$ cat src/rtl/bus_rr_arbiter4.sv
// bus_rr_arbiter4: four-master round-robin bus arbiter with registered one-hot grant,
// a one-cycle turnaround gap between owners and a hold limit under contention.
module bus_rr_arbiter4 #(
   parameter int MAX_HOLD = 16,
   parameter int HOLD_W   = 5
) (
   input  logic       clk,
   input  logic       reset_n,
   input  logic [3:0] req,
   output logic [3:0] grant,
   output logic [1:0] grant_id,
   output logic       bus_busy,
   output logic       preempt
);
   typedef enum logic [1:0] {IDLE, OWN, TURN} state_t;
   localparam logic [HOLD_W-1:0] HOLD_MAX = HOLD_W'(MAX_HOLD);
   state_t            state_q, state_d;
   logic [1:0]        owner_q, owner_d, last_q, last_d;
   logic [HOLD_W-1:0] hold_q, hold_d;
   logic              preempt_q, preempt_d;
   logic [7:0]        req_rot;
   logic [1:0]        rr_off, rr_idx;
   logic              others;
   // Rotate so bit 0 is the master just after last_q; first set bit wins.
   assign req_rot = {req, req} >> (3'(last_q) + 3'd1);
   assign rr_off  = req_rot[0] ? 2'd0 : req_rot[1] ? 2'd1 : req_rot[2] ? 2'd2 : 2'd3;
   assign rr_idx  = last_q + 2'd1 + rr_off;
   assign others  = |(req & ~(4'b0001 << owner_q));
   always_comb begin
      state_d   = state_q;
      owner_d   = owner_q;
      last_d    = last_q;
      hold_d    = hold_q;
      preempt_d = 1'b0;
      if (state_q == OWN) begin
         if (!req[owner_q]) begin
            state_d = TURN;
            last_d  = owner_q;
         end else if (hold_q >= HOLD_MAX && others) begin
            state_d   = TURN;
            last_d    = owner_q;
            preempt_d = 1'b1;
         end else begin
            hold_d = (hold_q >= HOLD_MAX) ? HOLD_MAX : hold_q + 1'b1;
         end
      end else if (|req) begin
         state_d = OWN;
         owner_d = rr_idx;
         hold_d  = HOLD_W'(1);
      end else begin
         state_d = IDLE;
      end
   end
   always_ff @(posedge clk) begin
      if (!reset_n) begin
         state_q   <= IDLE;
         owner_q   <= 2'd0;
         last_q    <= 2'd3;
         hold_q    <= '0;
         preempt_q <= 1'b0;
      end else begin
         state_q   <= state_d;
         owner_q   <= owner_d;
         last_q    <= last_d;
         hold_q    <= hold_d;
         preempt_q <= preempt_d;
      end
   end
   assign grant    = (state_q == OWN) ? (4'b0001 << owner_q) : 4'b0000;
   assign grant_id = (state_q == OWN) ? owner_q : 2'd0;
   assign bus_busy = (state_q == OWN);
   assign preempt  = preempt_q;
endmodule
$ cat config.mk
export PLATFORM = sky130hd
export DESIGN_NAME = bus_rr_arbiter4
export DESIGN_NICKNAME = d
export VERILOG_FILES = /design/src/rtl/bus_rr_arbiter4.sv
export SDC_FILE = /design/constraint.sdc
export NUM_CORES = 1
export LEC_CHECK = 0
export CAP_MARGIN = 25
export CORE_MARGIN = 2
export CORE_UTILIZATION = 45
export DETAILED_ROUTE_END_ITERATION = 7
export PLACE_DENSITY = 0.73
export SYNTH_ARGS = -nofsm -noshare
export SYNTH_HDL_FRONTEND = slang
export SYNTH_SLANG_ARGS = --single-unit
$ cat constraint.sdc
create_clock -name clk -period 1.9 [get_ports clk]
set_clock_uncertainty 0.1 [all_clocks]
set_input_delay 0.19 -clock clk [delete_from_list [all_inputs] [get_ports clk]]
set_output_delay 0.19 -clock clk [all_outputs]
set_load 0.01 [all_outputs]
* Word-level counts from Yosys, hierarchy flattened *
Index checks and enable logic that the tools add are counted.

storage, ports and cells
  word-level logic and storage cells = 48
  output and inout bits = 8
  register bits after elaboration = 12

operators by class
  reduce and logical (&&, ||, !) cells = 8
  equality and inequality tests = 5
  mux-type cells = 19
  add/sub/neg operators = 4
  magnitude comparators = 2
  shifts and indexed selects = 2
  bitwise operators = 3

operator list
  operator             count
  $mux 5               5
  $mux 2               8
  $reduce_or 4->1      2
  $shr 8x3->3          1
  $reduce_and 3->1     2
  $add 5x1->5 const B  1
  $ge 5x5->1 const B   1
  $and 4x4->4          1
  $mux 1               4
  $mux 4               1
  $ne 2x1->1 const B   2
  $not 4->4            1
  $reduce_and 2->1     2
  $shl 1x2->4 const A  1
  $add 2x1->3 const B  1
  $lt 2x3->1 const B   1
  $ne 3x2->1 const B   1
  $add 2x1->2 const B  1
  $add 2x2->2          1
  $bmux 1 s2           1
  $eq 2x1->1 const B   1
  $ne 2x2->1 const B   1
  $reduce_bool 2->1    1
  $logic_and 1x1->1    1
  $not 1->1            1

* Depth between registers and ports, before layout *
Gate-level depths: netlist (run 1).

  depth after elaboration = 8
  gate-level depth with buffers = 7

* Worst setup path before layout (run 1) *
Ideal clock, no wire load.

  path kind = register to register
  from = register owner_q[1]
  to = register hold_q[0]
  period minus slack after synthesis = 1942 ps
  buffers on the path = 1
  data arrival time = 1707 ps
  library setup time = 135 ps
  stages on the path, launching flop included = 7
  slack = -42 ps
  cells stage by stage = dfxtp_1 buf_6 or3_4 or3_1 a311o_1 nor2_1 a311oi_2

on the way
  word-level cells in the longest chain between the ends = 7
  elaborated cells on any way between the ends = 10
  those cells by class = 2 x eq/ne; 1 x shift; 2 x mux; 2 x bitwise; 3 x reduce/logical

RTL lines
  what                            RTL line  source
  from (decl)                     18        logic [1:0] owner_q, owner_d, last_q, last_d;
  from (signal assigned)          63        owner_q <= owner_d;
  $shl 1x2->4                     28        assign others = |(req & ~(4'b0001 << owner_q));
  $not 4->4                       28
  $and 4x4->4                     28
  $reduce_or 4->1                 28
  $logic_and 1x1->1               39        end else if (hold_q >= HOLD_MAX && others) begin
  $ne 2x2->1 (no line)            n/a
  $reduce_and 3->1 (no line) (*)  n/a
  to (signal assigned)            65        hold_q <= hold_d;
  to (decl)                       19        logic [HOLD_W-1:0] hold_q, hold_d;

Mark *: on every way between the ends. The rest lies on a longest branch, timed or not. The select of a mux whose other input is x is not followed.
A chain may end at the register's enable or synchronous reset.

* Worst setup path in the final report (run 1) *
  from = input port req[3]
  to = register hold_q[0]

on the way
  word-level cells in the longest chain between the ends = 5
  elaborated cells on any way between the ends = 10
  those cells by class = 2 x eq/ne; 2 x mux; 1 x bitwise; 5 x reduce/logical

RTL lines
  what                            RTL line  source
  from (decl)                     9         input logic [3:0] req,
  $and 4x4->4                     28
  $reduce_or 4->1                 28
  $logic_and 1x1->1               39
  $ne 2x2->1 (no line)            n/a
  $reduce_and 3->1 (no line) (*)  n/a

Marks and branches as above.

==> impl_metrics.env, run 1 <==
export IMPL_status="complete, no violations"
export IMPL_routedWlPerCell_um=13.4
export IMPL_muxShareOfSynthArea_pct=5.92
export IMPL_ioPinCount=14
export IMPL_syn_inst=92
export IMPL_cap_violations=0
export IMPL_tightest_slew_ps=331
export IMPL_synth_xor_area_share_pct=1.12
export IMPL_cts_buffers=3
export IMPL_ff2ff_path_depth=4
export IMPL_synth_seq_cells=12
export IMPL_p_total_uw=788
export IMPL_yosysWarnings=0
export IMPL_drc=0
export IMPL_seqCellArea_um2=241
export IMPL_placed_cells=129
export IMPL_synth_adder_area_share_pct=4.80
export IMPL_hold_depth=2
export IMPL_r2r_start="owner_q[1]$_SDFFE_PN0P_"
export IMPL_cts_setup_buffers=0
export IMPL_die_area_um2=2090
export IMPL_die_h_um=45.7
export IMPL_finalSetupViolCount=0
export IMPL_vias=778
export IMPL_leakage_uw=0.000441
export IMPL_antenna_cells=0
export IMPL_cts_root_buf="clkbuf_4"
export IMPL_cp_required_ps=2000
export IMPL_pre_cts_ws_ps=-258
export IMPL_dr_first_iter_drc_count=34
export IMPL_multiInputGateArea_um2=494
export IMPL_startpoint_type="input port"
export IMPL_final_net_count=126
export IMPL_gp_congestion=0.835
export IMPL_cts_hold_buf=0
export IMPL_synth_compound_area_share_pct=19.2
export IMPL_holdPathEnd="last_q[0]$_SDFFE_PN1P_"
export IMPL_cts_max_level=1
export IMPL_async_flop_share_pct=0
export IMPL_hold_viol_final=0
export IMPL_fp_coreArea_um2=1670
export IMPL_wl_mm=1.79
export IMPL_min_path_type="in -> reg"
export IMPL_gr_usage_all_layers_pct=19.5
export IMPL_finalMaxSlewViolations=0
export IMPL_rows=15
export IMPL_ys_seq_area_share_pct=30.7
export IMPL_synthFlopType="dfxtp_1"
export IMPL_dp_hpwl_mm=1.36
export IMPL_fmax_mhz=539
export IMPL_cts_tree="built"
export IMPL_synth_simple_area_share_pct=31.5
export IMPL_crit_type="in -> reg"
export IMPL_slew_headroom_pct=77.6
export IMPL_min_period_over_period_pct=97.7
export IMPL_clk_pin_slew_ps=80
export IMPL_io_buffers=13
export IMPL_drive_gt1_share_pct=20.7
export IMPL_drt_pass1_iterations=5
export IMPL_ir_worst_vdd_uv=368
export IMPL_reg2reg_to="hold_q[0]$_SDFFE_PN0P_"
export IMPL_synth_top_family_by_area="simple AND/OR/NAND/NOR gates"
export IMPL_critPathMaxFanout=6
export IMPL_min_period_ps=1860
export IMPL_synth_nets=101
export IMPL_synth_edf_count=0
export IMPL_area_delta_synth_final_pct=31.4
export IMPL_grt_max_degree=11
export IMPL_min_delay_start="reset_n"
export IMPL_grt_pass1_wl_mm=2.88
export IMPL_stdcell_area_um2=1030
export IMPL_ant_nets=0
export IMPL_antenna_found_initial=0
export IMPL_fill_cells=154
export IMPL_grt_setup_unrepaired="true"
export IMPL_p_per_area_nw_per_um2=767
export IMPL_worst_slack_ps=43.8
export IMPL_first_global_vias=649
export IMPL_ys_types=38
export IMPL_clock_path_buffers=2
export IMPL_cts_sinks=12
export IMPL_initial_core_util_pct=46.8
export IMPL_reg2reg_slack_ps=40
export IMPL_syn_avg_cell_area_um2=8.50
export IMPL_grt_remaining_overflow=0
export IMPL_clk_latency_ps=290
export IMPL_netlist_area_um2=782
export IMPL_stdcell_count=133
export IMPL_placed_area_um2=986
export IMPL_critPathCaptureType="flop"
export IMPL_die_x_um=45.7
export IMPL_viasPerCell=5.85
export IMPL_cp_arrival_ps=1960
[cell usage after synthesis, types with 3 or more instances]
library cell / instances / area (um^2)
nand3_1: 6 / 30.0
nand2b_1: 5 / 31.3
a21oi_1: 4 / 20.0
dfxtp_1: 12 / 240
inv_1: 5 / 18.8
ha_1: 3 / 37.5
nand3b_1: 3 / 22.5
a211oi_1: 3 / 22.5
nor2_1: 10 / 37.5
[stage by stage]
step	hold WS [ps]	util, %	TNS, ps
CTS	373	61.0	0
finish	370	61.5	0
floorplan	179	-	0
global placement	413	59.0	-1630
global route	401	61.5	-40.3
detailed placement	421	59.0	-1840
[sequential cells by signal, summed over array words and instances, names as in the netlist]
name,cells
hold_q,5
last_q,2
owner_q,2
state_q,2
preempt,1
[worst max-delay path by stage]
| stage | startpoint | endpoint | slack, ps | depth (start not counted) |
|---|---|---|---|---|
| 2_1_floorplan | owner_q[1]$_SDFFE_PN0P_ | state_q[1]$_SDFFE_PN0P_ | 30 | 6 |
| 3_3_place_gp | req[3] | state_q[1]$_SDFFE_PN0P_ | -230 | 6 |
| 3_5_place_dp | req[3] | state_q[1]$_SDFFE_PN0P_ | -260 | 6 |
| 4_1_cts | state_q[1]$_SDFFE_PN0P_ | grant[3] | 50 | 4 |
| 5_1_grt | owner_q[1]$_SDFFE_PN0P_ | hold_q[0]$_SDFFE_PN0P_ | -40 | 4 |
| 6_report | req[3] | hold_q[0]$_SDFFE_PN0P_ | 40 | 5 |
[report_power, final]
part / switching (uW) / internal [uW]
Sequential: 19.7 / 276
Combinational: 135 / 138
Clock: 103 / 117
[worst max-delay path: stages]
cell and delay, ps:
clkdlybuf4s50_1 430, or3_4 380, or3_4 330, a311o_1 350, a311oi_2 270
[layout make-up]
cell class	count	share of cell area, %
clock buffer	4	3.53
inverter	6	2.19
multi-input combinational	70	48.1
sequential	12	23.5
tap	17	2.07
timing repair buffer	24	20.6
[cell families (layout without fill, tap and decap cells)]
kind of cell / after synthesis / after routing
adder cells (fa/ha/maj): 3 / 3
AND/OR/NAND/NOR: 43 / 43
XOR/XNOR: 1 / 1
multiplexers: 3 / 3
buffers and inverters: 10 / 34
AO/OA/AOI/OAI: 20 / 20
flip-flops: 12 / 12
[cells in the final DEF, fill, tap and decap left out, types with 2 or more instances in the layout]
master,instances
dfxtp_1,11
buf_4,11
nor2_1,10
clkdlybuf4s50_1,9
nand3_1,6
nand2b_1,5
inv_1,4
a21oi_1,4
nand3b_1,3
a211oi_1,3
ha_1,3
clkbuf_4,3
dlygate4sd2_1,3
nor3b_1,2
nor3_1,2
and3_2,2
and2_1,2
or3_4,2
mux2i_1,2
and3_1,2
a31oi_1,2
o211ai_1,2
nand2_1,2
o311ai_0,2
[routing by layer]
layer	global-route usage, %	wire length [um]	vias up	part of all wire, %
li1	-	-	387	-
met1	22.1	774	366	43
met2	33.8	912	20	51
met3	5.95	77	5	4.3
met4	7.06	22	0	1.2
met5	0	0	-	0
[timing repair]
item                                   in CTS  in global routing
setup endpoints to repair                   3                  2
gates resized for setup                     4                  3
endpoints found under the hold margin       0                  0
(Power assumes the default switching activity.)
==> run 2, diff against run 1 <==
--- a/config.mk
+++ b/config.mk
@@ -5,7 +5,6 @@
 export SDC_FILE = /design/constraint.sdc
 export NUM_CORES = 1
 export LEC_CHECK = 0
-export CAP_MARGIN = 25
 export CORE_MARGIN = 2
 export CORE_UTILIZATION = 45
 export DETAILED_ROUTE_END_ITERATION = 7
==> results of run 2 <==
The final DEF is identical to that of run 1; final timing and power are the same.
